--- config.mk ---
export PLATFORM = sky130hd
export DESIGN_NAME = register_bank_mp_flat
export DESIGN_NICKNAME = d
export VERILOG_FILES = /design/src/rtl/register_bank_mp_if.sv /design/src/rtl/register_bank_mp.sv /design/src/flat_wrapper.sv
export SDC_FILE = /design/constraint.sdc
export NUM_CORES = 2
export LEC_CHECK = 0
export ABC_AREA = 1
export BUFFER_PORTS_ARGS = -buffer_cell sky130_fd_sc_hd__buf_2
export CAP_MARGIN = 20
export CORE_ASPECT_RATIO = 0.9
export CORE_MARGIN = 3
export CORE_UTILIZATION = 40
export CTS_BUF_LIST = sky130_fd_sc_hd__clkbuf_8
export CTS_CLUSTER_DIAMETER = 60
export DETAILED_ROUTE_END_ITERATION = 7
export PLACE_DENSITY_LB_ADDON = 0.05
export SYNTH_ARGS = -nofsm -noshare
export SYNTH_HDL_FRONTEND = slang
export SYNTH_SLANG_ARGS = --single-unit
--- constraint.sdc ---
create_clock -name Clock -period 2.9 [get_ports Clock]
set_input_delay 0.58 -clock Clock [delete_from_list [all_inputs] [get_ports Clock]]
set_output_delay 0.58 -clock Clock [all_outputs]
set_load 0.01 [all_outputs]
--- src/rtl/register_bank_mp_if.sv ---
// Bus bundle for register_bank_mp: read ports, write port and (with REGBANK_SCOREBOARD_EN) issue/busy signals.
// Decode/writeback logic uses the master modport; the register bank uses the slave modport.
interface register_bank_mp_if #(
    parameter int DATA_W = 32,
    parameter int ADDR_W = 5,
    parameter int NUM_RD = 2
);
    logic [NUM_RD*ADDR_W-1:0] ReadRegister;
    logic [NUM_RD*DATA_W-1:0] ReadData;
    logic [ADDR_W-1:0]        WriteRegister;
    logic [DATA_W-1:0]        WriteData;
    logic                     RegWrite;
`ifdef REGBANK_SCOREBOARD_EN
    logic                     IssueValid;
    logic [ADDR_W-1:0]        IssueReg;
    logic [NUM_RD-1:0]        ReadBusy;
`endif

    modport master (
        output ReadRegister,
        output WriteRegister,
        output WriteData,
        output RegWrite,
`ifdef REGBANK_SCOREBOARD_EN
        output IssueValid,
        output IssueReg,
        input  ReadBusy,
`endif
        input  ReadData
    );

    modport slave (
        input  ReadRegister,
        input  WriteRegister,
        input  WriteData,
        input  RegWrite,
`ifdef REGBANK_SCOREBOARD_EN
        input  IssueValid,
        input  IssueReg,
        output ReadBusy,
`endif
        output ReadData
    );
endinterface

--- src/rtl/register_bank_mp.sv ---
// Multi-read-port MIPS register file with write-first bypass and optional hardwired-zero r0.
// Define REGBANK_SCOREBOARD_EN to add the pending-write scoreboard (IssueValid/IssueReg/ReadBusy).
module register_bank_mp #(
    parameter int DATA_W   = 32,
    parameter int ADDR_W   = 5,
    parameter int NUM_RD   = 2,
    parameter int ZERO_REG = 1
) (
    input  logic              Clock,
    input  logic              ResetN,
    register_bank_mp_if.slave bus
);
    localparam int NUM_REGS = 2**ADDR_W;
    localparam logic [ADDR_W-1:0] ZERO_ADDR = {ADDR_W{1'b0}};

    logic [DATA_W-1:0]        memArray_r [NUM_REGS];
    logic [NUM_RD*DATA_W-1:0] readData_s;
    logic                     writeKeep_s;

    // A write to r0 is discarded when r0 is hardwired to zero
    assign writeKeep_s = bus.RegWrite &&
                         !((ZERO_REG != 0) && (bus.WriteRegister == ZERO_ADDR));

    // Storage array: synchronous clear, then committed writes
    always_ff @(posedge Clock) begin
        if (!ResetN) begin
            for (int i = 0; i < NUM_REGS; i++) begin
                memArray_r[i] <= {DATA_W{1'b0}};
            end
        end else if (writeKeep_s) begin
            memArray_r[bus.WriteRegister] <= bus.WriteData;
        end
    end

`ifndef SYNTHESIS
    // Trace of every committed write
    always_ff @(posedge Clock) begin
        if (ResetN && writeKeep_s) begin
            $display("register_bank_mp: write r%0d = %h", bus.WriteRegister, bus.WriteData);
        end
    end
`endif

    // Read ports: zero beats bypass; bypass only outside reset
    always_comb begin
        readData_s = {(NUM_RD*DATA_W){1'b0}};
        for (int k = 0; k < NUM_RD; k++) begin
            if ((ZERO_REG != 0) && (bus.ReadRegister[k*ADDR_W +: ADDR_W] == ZERO_ADDR)) begin
                readData_s[k*DATA_W +: DATA_W] = {DATA_W{1'b0}};
            end else if (ResetN && bus.RegWrite &&
                         (bus.WriteRegister == bus.ReadRegister[k*ADDR_W +: ADDR_W])) begin
                readData_s[k*DATA_W +: DATA_W] = bus.WriteData;
            end else begin
                readData_s[k*DATA_W +: DATA_W] = memArray_r[bus.ReadRegister[k*ADDR_W +: ADDR_W]];
            end
        end
    end

    assign bus.ReadData = readData_s;

`ifdef REGBANK_SCOREBOARD_EN
    logic [NUM_REGS-1:0] busy_r;
    logic [NUM_REGS-1:0] busyNext_s;
    logic [NUM_RD-1:0]   readBusy_s;

    // Next busy vector: writeback clears, issue sets afterwards so a newer producer wins
    always_comb begin
        busyNext_s = busy_r;
        if (bus.RegWrite) begin
            busyNext_s[bus.WriteRegister] = 1'b0;
        end else begin
            busyNext_s = busy_r;
        end
        if (bus.IssueValid) begin
            busyNext_s[bus.IssueReg] = 1'b1;
        end else begin
            busyNext_s[bus.IssueReg] = busyNext_s[bus.IssueReg];
        end
        if (ZERO_REG != 0) begin
            busyNext_s[0] = 1'b0;
        end else begin
            busyNext_s[0] = busyNext_s[0];
        end
    end

    // Busy state register
    always_ff @(posedge Clock) begin
        if (!ResetN) begin
            busy_r <= {NUM_REGS{1'b0}};
        end else begin
            busy_r <= busyNext_s;
        end
    end

    // A same-cycle writeback un-busies the register, matching the data bypass
    always_comb begin
        readBusy_s = {NUM_RD{1'b0}};
        for (int k = 0; k < NUM_RD; k++) begin
            readBusy_s[k] = busy_r[bus.ReadRegister[k*ADDR_W +: ADDR_W]] &
                            ~(bus.RegWrite &&
                              (bus.WriteRegister == bus.ReadRegister[k*ADDR_W +: ADDR_W]));
        end
    end

    assign bus.ReadBusy = readBusy_s;
`endif
endmodule

--- src/flat_wrapper.sv ---
// flat-port wrapper written by rule: the top's interface ports become plain ports
module register_bank_mp_flat 
#(
    parameter int DATA_W   = 32,
    parameter int ADDR_W   = 5,
    parameter int NUM_RD   = 2,
    parameter int ZERO_REG = 1
)
  (Clock, ResetN, bus_ReadRegister, bus_WriteRegister, bus_WriteData, bus_RegWrite, bus_ReadData);
  register_bank_mp_if #(.DATA_W(DATA_W), .ADDR_W(ADDR_W), .NUM_RD(NUM_RD)) bus_i ();
  input  logic Clock;
  input  logic ResetN;
  input wire logic [$bits(bus_i.ReadRegister)-1:0] bus_ReadRegister;
  input wire logic [$bits(bus_i.WriteRegister)-1:0] bus_WriteRegister;
  input wire logic [$bits(bus_i.WriteData)-1:0] bus_WriteData;
  input wire logic [$bits(bus_i.RegWrite)-1:0] bus_RegWrite;
  output wire logic [$bits(bus_i.ReadData)-1:0] bus_ReadData;
  assign bus_i.ReadRegister = bus_ReadRegister;
  assign bus_i.WriteRegister = bus_WriteRegister;
  assign bus_i.WriteData = bus_WriteData;
  assign bus_i.RegWrite = bus_RegWrite;
  assign bus_ReadData = bus_i.ReadData;
  register_bank_mp #(.DATA_W(DATA_W), .ADDR_W(ADDR_W), .NUM_RD(NUM_RD), .ZERO_REG(ZERO_REG)) u_core (.Clock(Clock), .ResetN(ResetN), .bus(bus_i));
endmodule
=== Word-level counts from Yosys, hierarchy flattened ===
Memory sizes are Yosys's and may differ from the RTL's.
Index checks and enable logic that the tools add are counted.
W data, S select, Z words.

* Output and inout bits: 64
* Word-level logic and storage cells: 23
* Bits in writable memories: 1,024
* Memories kept: 1
* Register bits: 0
* Input bits: 50

* Reduce and logical (&&, ||, !) cells: 9
* Equal/unequal tests: 2
* Mux-type cells: 11

{| class="wikitable"
|+ Memory list
! memory !! depth !! bits a word !! read ports !! clocked after Yosys merged registers in !! wr ports !! RTL line !! source
|-
| u_core.memArray_r || 32 || 32 || 2 || 0 || 32 || register_bank_mp.sv:16 || <nowiki>logic [DATA_W-1:0] memArray_r [NUM_REGS];</nowiki>
|}

{| class="wikitable"
|+ Operators with widths
! operator !! count
|-
| $mux W32 || 5
|-
| $reduce_or A32 Y1 || 1
|-
| $logic_not A5 Y1 || 3
|-
| $eq A5 B5 Y1 || 2
|-
| $mux W1 || 5
|-
| $mux W5 || 1
|-
| $logic_and A1 B1 Y1 || 4
|-
| $logic_not A1 Y1 || 1
|}

=== Longest topological paths before layout ===
* Depth after elaboration: 8
* Depth in mapped cells: 13
* Gate-level depth less buffers: 11

=== Worst setup path before layout ===
Ideal clock, no wire load.

* Path type: input to register
* Start point: input ResetN
* End point: memory u_core.memArray_r[16][0], enable pin
* Stages: 6
* Path slack: 270 ps
* Path buffers: 2
* Required time: 2,511 ps
* Library setup time: 389 ps
* Data arrival time: 2,240 ps
* Cell sequence: buf_2 nand2_2 nor3_2 nand2_1 clkbuf_1 nand2_1

{| class="wikitable"
|+ RTL lines
! element !! RTL line !! source
|-
| from (decl) || flat_wrapper.sv:12 || <nowiki>input logic ResetN;</nowiki>
|-
| to (decl) || register_bank_mp.sv:16 ||
|}

==> impl_metrics.sql <==
INSERT INTO impl_metrics (metric_group, metric, value, unit) VALUES
('floorplan', 'placementRows', '132', ''),
('grt', 'grt_pass1_vias', '51950', ''),
('setup_path', 'critical_path_peak_fanout', '2', ''),
('grt', 'overflow', '0', ''),
('finish', 'largest_registers', 'u_core.memArray_r: 1024 flops', ''),
('setup_path', 'critical_path.endpoint_type', 'output port', ''),
('floorplan', 'die_w', '408.1', 'µm'),
('finish', 'nets_final', '7713', ''),
('finish', 'multiInputGateArea', '25600', 'µm²'),
('flow_run', 'number_of_max_capacitance_violations_reported', '0', ''),
('sta', 'setup_viol', '9', ''),
('power_and_ir_drop', 'power.share.sequential', '46.3', '%'),
('placed_design', 'place.port_buffers', '113', ''),
('worst_hold_path', 'holdCritPathClass', 'in -> reg', ''),
('floorplan', 'floorplan.io_pins', '114', ''),
('synth', 'synth-seq-area-share', '52.84', '%'),
('clocking', 'ctsHoldBuffers', '0', ''),
('routing', 'post-route-drc-count', '5', ''),
('power_and_ir_drop', 'pwr-share-clk', '35.0', '%'),
('sta', 'finalCritPeriodShare', '102.0', '%'),
('routing', 'detailedRoute.firstIterationViolations', '7041', ''),
('synth', 'synthDominantAreaCellType', 'sky130_fd_sc_hd__edfxtp_1', ''),
('clocking', 'h-tree-depth', '4', ''),
('power_and_ir_drop', 'vdd_drop_max', '0.0004876', 'V'),
('synth', 'synth_edf_count', '1024', ''),
('placed_design', 'finalWeightedCongestion', '0.9296', ''),
('finish', 'max_flop_register', 'u_core.memArray_r', ''),
('sta', 'fin_ws', '-57.29', 'ps'),
('run_status', 'failed_checks', 'design-rule violations, negative setup slack', ''),
('floorplan', 'full_die_area', '150100', 'µm²'),
('power_and_ir_drop', 'switching_fraction_of_total_power', '31.00', '%'),
('sta', 'slew-limit-headroom', '45.76', '%'),
('setup_path', 'critPathArrivalTime', '2380', 'ps'),
('finish', 'num-fill-cells', '13690', ''),
('grt', 'first_pass_grt_wire_length', '366.2', 'mm'),
('synth', 'synth_cell_type_count', '30', ''),
('power_and_ir_drop', 'power_switching', '0.01169', 'W'),
('routing', 'post_drt_wl_per_cell', '26.76', 'µm'),
('finish', 'layout.area.seq', '30750', 'µm²'),
('synth', 'yosys-top-cells-area', 'sky130_fd_sc_hd__edfxtp_1 53%, sky130_fd_sc_hd__nand2_1 11%, sky130_fd_sc_hd__nor2_1 8.8%', ''),
('sta', 'grt_setup_unrepaired', 'true', ''),
('setup_path', 'timing_worst_setup_path_type', 'reg -> out', ''),
('sta', 'setup_tns', '-281.0', 'ps'),
('routing', 'drt_wl_total', '261.3', 'mm'),
('power_and_ir_drop', 'share_comb_of_total_power', '18.7', '%'),
('synth', 'ys_dominant_reg_cell', 'sky130_fd_sc_hd__edfxtp_1', ''),
('synth', 'syn-instance-count', '7343', ''),
('clocking', 'clock_tree_sinks', '1024', ''),
('setup_path', 'worstSetupStartpointType', 'register', ''),
('clocking', 'cts_tree', 'yes', ''),
('sta', 'fmax', '338.1', 'MHz'),
('routing', 'detailedRoute.firstPassIterationCount', '8', ''),
('synth', 'synth_warnings', '0', ''),
('floorplan', 'die_h', '367.9', 'µm'),
('sta', 'worst_slew_pin_slew', '813.7', 'ps'),
('grt', 'grt_max_degree', '71', ''),
('synth', 'synth-seq-cells', '1024', ''),
('finish', 'syn_to_final_growth', '25.09', '%'),
('synth', 'synth_area_per_cell', '7.925', 'µm²'),
('finish', 'finish.utilization', '50.49', '%'),
('grt', 'gr-usage-all-layers', '33.48', '%'),
('sta', 'final_max_slew_viol_count', '0', ''),
('sta', 'period_needed', '2957', 'ps'),
('synth', 'synth-async-reset-ratio', '0', '%'),
('routing', 'avgViaCountPerCell', '5.693', ''),
('sta', 'hold_viol', '0', ''),
('finish', 'fraction_of_final_layout_cells_sized_beyond_drive_strength_1', '22.24', '%'),
('run_status', 'status', 'finished with violations', ''),
('routing', 'route.vias.total', '55580', ''),
('power_and_ir_drop', 'power-per-cell-area', '518.1', 'nW/µm²'),
('clocking', 'cts.root.buffer_cell', 'sky130_fd_sc_hd__clkbuf_8', '');
Yosys cell counts, types with 53 or more instances:
master	count
sky130_fd_sc_hd__a21oi_1	272
sky130_fd_sc_hd__nor2_1	1361
sky130_fd_sc_hd__clkbuf_1	318
sky130_fd_sc_hd__or2_2	53
sky130_fd_sc_hd__buf_2	228
sky130_fd_sc_hd__inv_1	637
sky130_fd_sc_hd__o21ai_1	122
sky130_fd_sc_hd__nand3_1	907
sky130_fd_sc_hd__edfxtp_1	1024
sky130_fd_sc_hd__nand2_1	1708
sky130_fd_sc_hd__buf_1	54
sky130_fd_sc_hd__o21ai_0	326
sky130_fd_sc_hd__o211ai_1	262
critical path: stages, from the launching register on:
cell and delay, ps:
sky130_fd_sc_hd__edfxtp_1 410, sky130_fd_sc_hd__or2_4 250, sky130_fd_sc_hd__nand3_2 70, sky130_fd_sc_hd__nand3_2 70, sky130_fd_sc_hd__nand2_1 80, sky130_fd_sc_hd__nor2_2 50, sky130_fd_sc_hd__nand2_2 110, sky130_fd_sc_hd__nand3_2 110
sky130_fd_sc_hd__nand2_4 140, sky130_fd_sc_hd__inv_2 60, sky130_fd_sc_hd__buf_6 110
power by group through the flow:
stage	Clock (W)	Combinational, W	Sequential, W
2_1_floorplan	0	0.00313	0.0176
3_3_place_gp	0	0.00598	0.0177
3_5_place_dp	0	0.00601	0.0177
4_1_cts	0.0134	0.00655	0.0174
5_1_grt	0.0140	0.00744	0.0175
6_report	0.0132	0.00704	0.0175
path summary, 6_finish.rpt:
kind	start	end	slack [ps]	cells after the start
hold / removal	bus_WriteData[23]	u_core.memArray_r[18][23]	160	3
setup / recovery	u_core.memArray_r[12][14]	bus_ReadData[46]	-60	10
per-layer routing:
metal	up-vias	share of wire [%]	routed length, µm	track usage, %
li1	24870	-	-	-
met1	26950	41	107800	45.98
met2	3133	44	114200	50.87
met3	627	10	26380	6.944
met4	7	4.9	12700	15.27
met5	-	0.064	168	0
final cells by class:
type | count | area share (%)
diodes | 6 | 0.02063
well taps | 1943 | 3.340
repair buffers | 733 | 11.13
clock buffers | 194 | 3.668
multi-input cells | 5069 | 35.16
clock inverters | 146 | 0.9935
flip-flops and latches | 1024 | 42.24
inverters | 648 | 3.443
what timing repair did:
| item | CTS | global route |
|---|---|---|
| setup buffers | 10 | 35 |
| pin swaps | 263 | 283 |
| gates cloned | 3 | 14 |
| gates resized for setup | 616 | 355 |
| endpoints found under the setup margin | 64 | 64 |
per-stage QoR:
step           setup WS [ps]  instance area [µm²]  std cells  hold slack [ps]  total power, W
2_1_floorplan          270.2                58310       7374            819.0         0.02077
6_report              -57.29                72790       9763            164.5         0.03771
4_1_cts               -168.6                70950       9713            83.47         0.03739
3_5_place_dp          -277.8                65200       9370             1121         0.02375
3_3_place_gp          -302.3                65200       9370             1127         0.02371
5_1_grt               -181.1                72780       9758            188.5         0.03901
placed cells by master (no fill, tap or decap), types with 193 or more instances in the layout:
master / count
sky130_fd_sc_hd__clkbuf_8: 194
sky130_fd_sc_hd__edfxtp_1: 1024
sky130_fd_sc_hd__o21ai_0: 245
sky130_fd_sc_hd__nand2_1: 1456
sky130_fd_sc_hd__inv_1: 635
sky130_fd_sc_hd__nand3_1: 670
sky130_fd_sc_hd__nand3_2: 196
sky130_fd_sc_hd__nor2_1: 1327
sky130_fd_sc_hd__buf_4: 408
sky130_fd_sc_hd__o211ai_1: 262
sky130_fd_sc_hd__o21ai_1: 193
cells by family (layout without fill, tap and decap cells):
kind of cell | count (synthesis) | after routing | share of synthesized area, %
buffers and inverters | 1281 | 1721 | 9.069
AO/OA/AOI/OAI | 987 | 987 | 9.626
AND/OR/NAND/NOR | 4050 | 4050 | 28.46
flip-flops | 1024 | 1024 | 52.84
other | 1 | 38 | 0.006444
No activity file was read; power rests on OpenSTA's default activity.
